`src/rtl/uart_vector_tx_ctrl.sv`:
```
// Streams a block of memory words out through a byte-wide UART transmitter.
// Each word is read once, then split into bytes and handed over with a start/busy handshake.
module uart_vector_tx_ctrl #(
    parameter int unsigned WordBytes = 4,
    parameter int unsigned AddrWidth = 10,
    parameter bit          LsbFirst  = 1'b1
) (
    input  logic                   clk_i,
    input  logic                   rst_ni,
    input  logic                   start_i,
    input  logic [AddrWidth-1:0]   base_addr_i,
    input  logic [AddrWidth-1:0]   length_i,
    output logic                   busy_o,
    output logic                   done_o,
    output logic                   mem_en_o,
    output logic [AddrWidth-1:0]   mem_addr_o,
    input  logic [8*WordBytes-1:0] mem_rdata_i,
    output logic                   tx_start_o,
    output logic [7:0]             tx_data_o,
    input  logic                   tx_busy_i
);

    localparam int unsigned DataWidth = 8 * WordBytes;
    localparam int unsigned IdxWidth  = (WordBytes > 1) ? $clog2(WordBytes) : 1;
    localparam logic [IdxWidth-1:0] LastIdx = IdxWidth'(WordBytes - 1);

    typedef enum logic [2:0] {
        StIdle,
        StRead,
        StLatch,
        StSend,
        StWaitHi,
        StWaitLo,
        StDone
    } state_e;

    state_e               state_q;
    logic [AddrWidth-1:0] addr_q;
    logic [AddrWidth-1:0] cnt_q;
    logic [IdxWidth-1:0]  idx_q;
    logic [DataWidth-1:0] word_q;
    logic [7:0]           tx_data_q;

    function automatic logic [7:0] pick_byte(input logic [DataWidth-1:0] word,
                                             input logic [IdxWidth-1:0]  idx);
        int unsigned          pos;
        logic [DataWidth-1:0] shifted;
        pos     = LsbFirst ? 32'(idx) : (WordBytes - 32'd1 - 32'(idx));
        shifted = word >> (8 * pos);
        return shifted[7:0];
    endfunction

    // tx_data is loaded on entry to SEND so it is stable during the tx_start pulse
    // and holds the sent byte until the next one is queued.
    always_ff @(posedge clk_i or negedge rst_ni) begin
        if (!rst_ni) begin
            state_q   <= StIdle;
            addr_q    <= '0;
            cnt_q     <= '0;
            idx_q     <= '0;
            word_q    <= '0;
            tx_data_q <= '0;
        end else begin
            unique case (state_q)
                StIdle: begin
                    if (start_i) begin
                        if (length_i != '0) begin
                            addr_q  <= base_addr_i;
                            cnt_q   <= length_i;
                            state_q <= StRead;
                        end else begin
                            state_q <= StDone;
                        end
                    end
                end
                StRead: state_q <= StLatch;
                StLatch: begin
                    word_q    <= mem_rdata_i;
                    idx_q     <= '0;
                    tx_data_q <= pick_byte(mem_rdata_i, '0);
                    state_q   <= StSend;
                end
                StSend: begin
                    if (!tx_busy_i) state_q <= StWaitHi;
                end
                StWaitHi: begin
                    if (tx_busy_i) state_q <= StWaitLo;
                end
                StWaitLo: begin
                    if (!tx_busy_i) begin
                        if (idx_q != LastIdx) begin
                            idx_q     <= idx_q + 1'b1;
                            tx_data_q <= pick_byte(word_q, idx_q + 1'b1);
                            state_q   <= StSend;
                        end else if (cnt_q > AddrWidth'(1)) begin
                            cnt_q   <= cnt_q - 1'b1;
                            addr_q  <= addr_q + 1'b1;
                            state_q <= StRead;
                        end else begin
                            state_q <= StDone;
                        end
                    end
                end
                StDone:  state_q <= StIdle;
                default: state_q <= StIdle;
            endcase
        end
    end

    assign mem_en_o   = (state_q == StRead);
    assign mem_addr_o = addr_q;
    assign done_o     = (state_q == StDone);
    assign busy_o     = (state_q == StRead) || (state_q == StLatch) || (state_q == StSend) ||
                        (state_q == StWaitHi) || (state_q == StWaitLo);
    assign tx_start_o = (state_q == StSend) && !tx_busy_i;
    assign tx_data_o  = tx_data_q;

endmodule

```
`config.mk`:
```
export PLATFORM = sky130hd
export DESIGN_NAME = uart_vector_tx_ctrl
export DESIGN_NICKNAME = d
export VERILOG_FILES = /design/src/rtl/uart_vector_tx_ctrl.sv
export SDC_FILE = /design/constraint.sdc
export NUM_CORES = 1
export LEC_CHECK = 0
export CAP_MARGIN = 20
export CORE_UTILIZATION = 52
export CTS_BUF_LIST = sky130_fd_sc_hd__clkbuf_8
export CTS_CLUSTER_SIZE = 24
export DETAILED_ROUTE_END_ITERATION = 8
export PLACE_DENSITY = 0.8
export SYNTH_ARGS = -nofsm -noshare
export SYNTH_HDL_FRONTEND = slang
export SYNTH_SLANG_ARGS = --single-unit
```
`constraint.sdc`:
```
create_clock -name clk_i -period 2.25 [get_ports clk_i]
set_input_delay 0.45 -clock clk_i [delete_from_list [all_inputs] [get_ports clk_i]]
set_output_delay 0.45 -clock clk_i [all_outputs]
set_load 0.1 [all_outputs]
```
# After elaboration in Yosys (flattened, before gate mapping)
# Index checks and enable logic that the tools add are counted.
# word_totals
regBits	65
out_inout_bits	22
wordCells	65
# classes
eq_ne	15
shifts	1
order_cmp	1
mux	26
n_reduce_logical	13
add_sub_neg	3
# op_table
operator	count
$mux W10	10
$pmux W10 S2	2
$shr A32 B5 Y8	1
$mux W3	7
$ne A2 B2 Y1 const B	9
$pmux W3 S6	1
$mux W8	2
$pmux W8 S2	1
$add A10 B1 Y10 const B	1
$gt A10 B1 Y1 const B	1
$reduce_bool A10 Y1	1
$sub A10 B1 Y10 const B	1
$eq A3 B3 Y1 const B	3
$eq A3 B2 Y1 const B	2
$reduce_and A6 Y1	1
$logic_or A1 B1 Y1	4
$mux W2	2
$pmux W2 S2	1
$reduce_and A4 Y1	1
$reduce_bool A2 Y1	2
$eq A3 B1 Y1 const B	1
$logic_not A3 Y1	1
$reduce_and A3 Y1	1
$add A2 B1 Y2 const B	1
other kinds (2)	2

# Depth between registers and ports, before layout
# Gate-level depths: netlist of the first run.
# logic_depth
depth_word	5
depth_mapped	8
ltp_nobuf	7

# Worst setup path after synthesis of the first run
# OpenSTA, ideal clock, no wires.
# synth_path
kind	reg-to-output
from	register state_q[1]
to	output port busy_o
setup_slack_ps	-569
path_stages_with_launch	5
required_ps	1800
n_path_buf	2
arrival_ps	2369
cell_sequence	dfrtp_1 -> clkbuf_1 -> clkbuf_1 -> nor2_1 -> a21oi_1
# synth_via
elab_chain_len	5
word_cells_on_any_way	9
classes_between	eq/ne (5); reduce/logical (4)
# synth_lines
element	line	source
start: declaration	37	state_e state_q;
start signal: assignment	57	state_q <= StIdle;
start signal: assignment	70	state_q <= StRead;
start signal: assignment	72	state_q <= StDone;
$eq A3 B1 Y1 or $eq A3 B2 Y1 (tied branches)	113	assign busy_o = (state_q == StRead) || (state_q == StLatch) || (state_q == StSend) ||
$logic_or A1 B1 Y1 (3 in a row)	113	
$logic_or A1 B1 Y1 *	114	(state_q == StWaitHi) || (state_q == StWaitLo);
end: declaration	13	output logic busy_o,
# Every way passes the cells marked *; elsewhere a longest branch is shown, timed or not.

# Worst setup path after layout of the first run
# layout_path
from	input port length_i[4]
to	register addr_q[0], in the netlist mem_addr_o[0]
# layout_via
elab_chain_len	3
# layout_lines
element	line	source
start: declaration	12	input logic [AddrWidth-1:0] length_i,
$reduce_bool A10 Y1	67	if (length_i != '0) begin
$ne A2 B2 Y1 (no line)	-	
$reduce_and A6 Y1 (no line)	-	
end signal: assignment	68	addr_q <= base_addr_i;
end signal: assignment	97	addr_q <= addr_q + 1'b1;
end: declaration	38	logic [AddrWidth-1:0] addr_q;
# No other way between the ends.
# A chain may end at the register's enable or synchronous reset.

==> results of run 1 <==
==> where the power goes <==
| group | switching (W) | total (W) | internal, W |
|---|---|---|---|
| logic | 0.00249 | 0.00403 | 0.00154 |
| clock network | 0.000474 | 0.000984 | 0.000511 |
| registers | 0.000460 | 0.00221 | 0.00175 |
| total | 0.00343 | 0.00723 | 0.00380 |
==> logic make-up (layout without fill, tap and decap cells) <==
group	Yosys count	in the layout	share of synthesized area
buf+inv	25	118	0.0347
mux	50	50	0.185
compound gates	79	79	0.149
simple gates	101	101	0.147
flops	65	65	0.470
fa+ha+maj	4	4	0.0145
==> critical path, stage by stage <==
cell	delay, ns
clkdlybuf4s50_1	0.43
or4_1	0.59
nor4_2	0.36
a311oi_4	0.08
buf_6	0.20
mux2i_1	0.19
nand2_1	0.08
==> state kept, by name, summed over array words and instances (netlist names) <==
signal / flops
mem_addr_o: 10
state_q: 3
idx_q: 2
tx_data_o: 8
cnt_q: 10
word_q: 32
==> metal layers <==
metal  up-vias  GRT usage  wire (µm)
met5         -          0          0
met4         0     0.0909        111
met3        12     0.0524        374
met1      1432      0.320       3400
met2        84      0.408       4170
li1       1359          -          -
==> cell type report <==
class                      instances  area, µm²
inverter                           2       7.51
clock inverter                     7       72.6
tap                               77       96.3
fill                             465       1760
multi-input combinational        234       1720
clock buffer                       9        124
timing repair buffer             100        975
sequential                        65       1630
==> metrics by stage <==
| stage | hold slack, ns | setup TNS, ns | setup WS, ns | cell area (µm²) | utilization |
|---|---|---|---|---|---|
| finish | 0.0989 | 0 | 0.109 | 4620 | 0.724 |
| global route | 0.127 | 0 | 0.0457 | 4620 | 0.724 |
| CTS | 0.126 | 0 | 0.0576 | 4620 | 0.723 |
| detailed placement | 0.471 | -4.28 | -0.292 | 4420 | 0.692 |
| global placement | 0.465 | -3.13 | -0.207 | 4420 | 0.692 |
| floorplan | 0.154 | -0.472 | -0.243 | 3470 | - |
==> path summary, 6_finish.rpt <==
| check | slack [ns] | startpoint | to | cells past startpoint |
|---|---|---|---|---|
| worst max-delay path | 0.11 | length_i[4] | mem_addr_o[0] | 7 |
| worst min-delay path | 0.1 | rst_ni | word_q[10] | 2 |
| worst max register to register | 0.23 | state_q[0] | mem_addr_o[9] | 6 |
| worst min register to register | 0.49 | tx_data_o[5] | tx_data_o[5] | 2 |
| max in group asynchronous | 1.85 | rst_ni | cnt_q[7] | 2 |
| min in group clk_i | 0.49 | tx_data_o[5] | tx_data_o[5] | 2 |
==> cells in the final DEF, fill, tap and decap left out, types with 11 or more instances in the layout <==
master,synthesis,final
nor2_1,14,14
a21oi_2,10,11
nand2_1,40,40
dfrtp_1,65,65
a21oi_1,19,18
o21ai_0,24,23
mux2_2,32,32
clkdlybuf4s50_1,0,54
buf_4,0,37
==> timing repair <==
item / in CTS / in global routing
endpoints found under the setup margin: 0 / 1
resized for setup: 0 / 1
hold buffers: 0 / 0
buffers inserted: 0 / 0
==> impl_metrics.json, run 1 <==
{
  "die_y_um": 83.6,
  "async_reset_ff_frac": 1.00,
  "crit_path_start_kind": "primary input",
  "cts.path.max_buffers": 2,
  "grt_pass1_wl_um": 13600,
  "crit_type": "primary input to register",
  "avgSynthCellArea_um2": 10.7,
  "drt_iter0_drc": 231,
  "synthTopCellsByCount": "65 x dfrtp_1, 40 x nand2_1, 32 x mux2_2",
  "cts-root-buf": "clkbuf_8",
  "hold_class": "primary input to async pin",
  "p_leak_nw": 1.87,
  "ys_warn_count": 0,
  "cp_max_fo": 18,
  "io_buffers": 77,
  "ys_seq_area_frac": 0.470,
  "status": "finished clean",
  "h-tree-depth": 3,
  "synth_seq_cells": 65,
  "grt_pass1_vias": 2826,
  "synth_most_common_cell": "dfrtp_1",
  "drcViolationCount": 0,
  "synth.distinct_cells": 44,
  "dieArea_mm2": 0.00699,
  "antenna_found_initial": 0,
  "synth_edf_count": 0,
  "drive_above_1_share": 0.285,
  "grt_start_max_net_pins": 66,
  "yosysTopAreaCell": "dfrtp_1",
  "synth_ff_type": "dfrtp_1",
  "crit_required_ns": 2.48,
  "vdd_drop_max_uv": 1490,
  "dpl.cell_count": 478,
  "syn_inst": 324,
  "grt_use_total": 0.246,
  "synthToLayoutAreaGrowth_pct": 33.5,
  "cts_sinks": 65,
  "hold_violations": 0,
  "slew_headroom": 0.602,
  "max_freq_ghz": 0.467,
  "power_density_mw_per_mm2": 1560,
  "grt_overflow": 0,
  "dpl.hpwl_um": 5620,
  "fin_skew_ns": 0.00915,
  "maxCapViolations": 0,
  "arrival_ns": 2.37,
  "vias": 2887,
  "viasPerCell": 5.84,
  "setup_viol": 0,
  "clk_latency_ns": 0.34,
  "period_minus_slack_ns": 2.14,
  "yosys-top-cells-area": "dfrtp_1 47%, mux2_2 10%, mux4_2 5.2%",
  "finalCritPeriodShare": 0.951,
  "num_antenna_cells": 0,
  "die_width_um": 83.6,
  "wl_per_cell_um": 16.3,
  "nets": 472,
  "syn-cell-area_mm2": 0.00346,
  "cts_buffers": 9,
  "worst_slew_pin_slew_ns": 0.596,
  "rsz0062_at_grt": "no",
  "path_clk_slew_ns": 0.08,
  "initial_utilization": 0.542,
  "end_kind": "register",
  "cts_tree": "yes",
  "gp_congestion": 0.783,
  "syn-num-nets": 384,
  "wl_um": 8060,
  "first_pass_iters": 4,
  "core_mm2": 0.00639,
  "rows": 29,
  "fin_cells": 494,
  "drv_slew": 0,
  "ant_nets": 0,
  "synth_top_area_frac": 0.470,
  "io_pins": 78,
  "p_total_w": 0.00723
}
Note: power is estimated with default switching activity, not from simulation.
==> run 2: changes to the inputs <==
Settings changed: SLEW_MARGIN set to 30.
==> results of run 2 <==
Final layout, timing and power as in run 1 (identical DEF).
==> run 3: changes to the inputs <==
Settings changed: CORE_MARGIN set to 2, CTS_BUF_LIST sky130_fd_sc_hd__clkbuf_8 to sky130_fd_sc_hd__clkbuf_4, SKIP_CTS_REPAIR_TIMING set to 1.
==> run 3 against run 2 <==
  * Sequential power hardly changed
  * Cell count shrank 0.40%
  * Largest power group unchanged
  * Total power shrank 1.9%
  * Die area rose by 4.8%
  * Critical endpoint is now tx_start_o
  * Maximum frequency increased by 3.2%
  * Count of clock-buffer cells in the layout did not move
  * Global-route usage is 1.8 points lower
  * Sequential share of layout area rose by 0.50 points
  * Routed wire length fell by 0.97%
  * Critical path depth fell by 3
==> impl_metrics.json, run 3 (synthesis results as in run 1) <==
{
  "status": "finished clean",
  "drive_above_1_share": 0.284,
  "finalCritPeriodShare": 0.922,
  "power_density_mw_per_mm2": 1560,
  "core_mm2": 0.00639,
  "io_pins": 78,
  "fin_skew_ns": 0.00960,
  "final_common_cell": "dfrtp_1",
  "setup_viol": 0,
  "cp_max_fo": 11,
  "period_minus_slack_ns": 2.07,
  "whs_ns": 0.0287,
  "wl_um": 7980,
  "cts_sinks": 65,
  "vias": 2823,
  "p_leak_nw": 1.84,
  "num_antenna_cells": 0,
  "grt_pass1_wl_um": 13000,
  "rsz0062_at_grt": "no",
  "die_y_um": 85.6,
  "fillCellCount": 465,
  "ant_nets": 0,
  "grt_pass1_vias": 2687,
  "setup_tns_ns": 0,
  "hold_class": "primary input to async pin",
  "nets": 470,
  "slew_headroom": 0.628,
  "viasPerCell": 5.74,
  "finalCoreUtilization": 0.714,
  "end_kind": "primary output",
  "vdd_drop_max_uv": 1110,
  "crit_required_ns": 1.80,
  "p_total_w": 0.00709,
  "drcViolationCount": 0,
  "path_cells": "buf_4 > nand2b_1 > nor2_1 > buf_12",
  "grt_use_total": 0.229,
  "final_cell_mix": "65 x dfrtp_1, 54 x clkdlybuf4s50_1, 40 x nand2_1, 37 x buf_4, 32 x mux2_2",
  "antenna_found_initial": 0,
  "crit_path_start_kind": "register",
  "path_clk_slew_ns": 0.11,
  "max_freq_ghz": 0.482,
  "drv_slew": 0,
  "top_register": "word_q",
  "dpl.hpwl_um": 5860,
  "cts.path.max_buffers": 2,
  "initial_utilization": 0.542,
  "crit_type": "register to primary output",
  "die_width_um": 85.6,
  "rows": 29,
  "dieArea_mm2": 0.00733,
  "io_buffers": 77,
  "wl_per_cell_um": 16.2,
  "grt_start_max_net_pins": 66,
  "first_pass_iters": 4,
  "h-tree-depth": 3,
  "stdcell_area_mm2": 0.00456,
  "drt_iter0_drc": 131,
  "cts_tree": "yes",
  "maxCapViolations": 0,
  "arrival_ns": 1.62,
  "gp_congestion": 0.885,
  "clk_latency_ns": 0.42,
  "slowest_stage": "dfrtp_1",
  "placed_cell_area_mm2": 0.00439,
  "largest_register_ffs": 32,
  "max_stage_delay_ns": 0.53,
  "cts_buffers": 9,
  "worst_slew_pin_slew_ns": 0.557,
  "hold_violations": 0,
  "cts-root-buf": "clkbuf_4",
  "synthToLayoutAreaGrowth_pct": 31.6,
  "grt_overflow": 0
}
run 3: cell types whose count changed in the layout (fill, tap and decap cells not counted), sizes merged:
cell / delta
buf: -2
bufinv: +1
inv: -1
run 3: metal layers:
metal / part of all wire / GRT usage
met3: 0.048 / 0.0510
met5: 0 / 0
met2: 0.50 / 0.367
met4: 0.015 / 0.0866
met1: 0.44 / 0.307
run 3: where the power goes:
group,switching [W],internal [W],total [W]
logic,0.00250,0.00151,0.00401
clock network,0.000446,0.000450,0.000896
registers,0.000434,0.00175,0.00218
total,0.00338,0.00371,0.00709
run 3: layout make-up:
class / count / area [µm²] / area share
Clock buffer: 9 / 67.6 / 0.0148
Timing Repair Buffer: 98 / 943 / 0.207
Multi-Input combinational cell: 234 / 1720 / 0.378
Tap cell: 77 / 96.3 / 0.0211
Inverter: 2 / 7.51 / 0.00165
Clock inverter: 7 / 95.1 / 0.0209
Sequential cell: 65 / 1630 / 0.357
run 3: through the flow:
stage	setup WS (ns)	cells
global route	0.0589	492
detailed placement	-0.230	476
finish	0.176	492
global placement	-0.193	476
floorplan	-0.243	324
CTS	0.169	492
run 3: worst max-delay path, delay by kind of cell (launching register included):
family        cells  cell delay, ns
flops             1            0.53
simple gates      2            0.25
buf+inv           2            0.43
run 3: final timing paths:
kind | start | end | slack, ns | cells past startpoint
max reg2reg | cnt_q[3] | cnt_q[7] | 0.26 | 4
max in group asynchronous | rst_ni | state_q[2] | 1.94 | 2
min in group clk_i | tx_data_o[0] | tx_data_o[0] | 0.49 | 2
min | rst_ni | mem_addr_o[8] | 0.03 | 2
min reg2reg | tx_data_o[0] | tx_data_o[0] | 0.49 | 2
max | state_q[1] | tx_start_o | 0.18 | 4
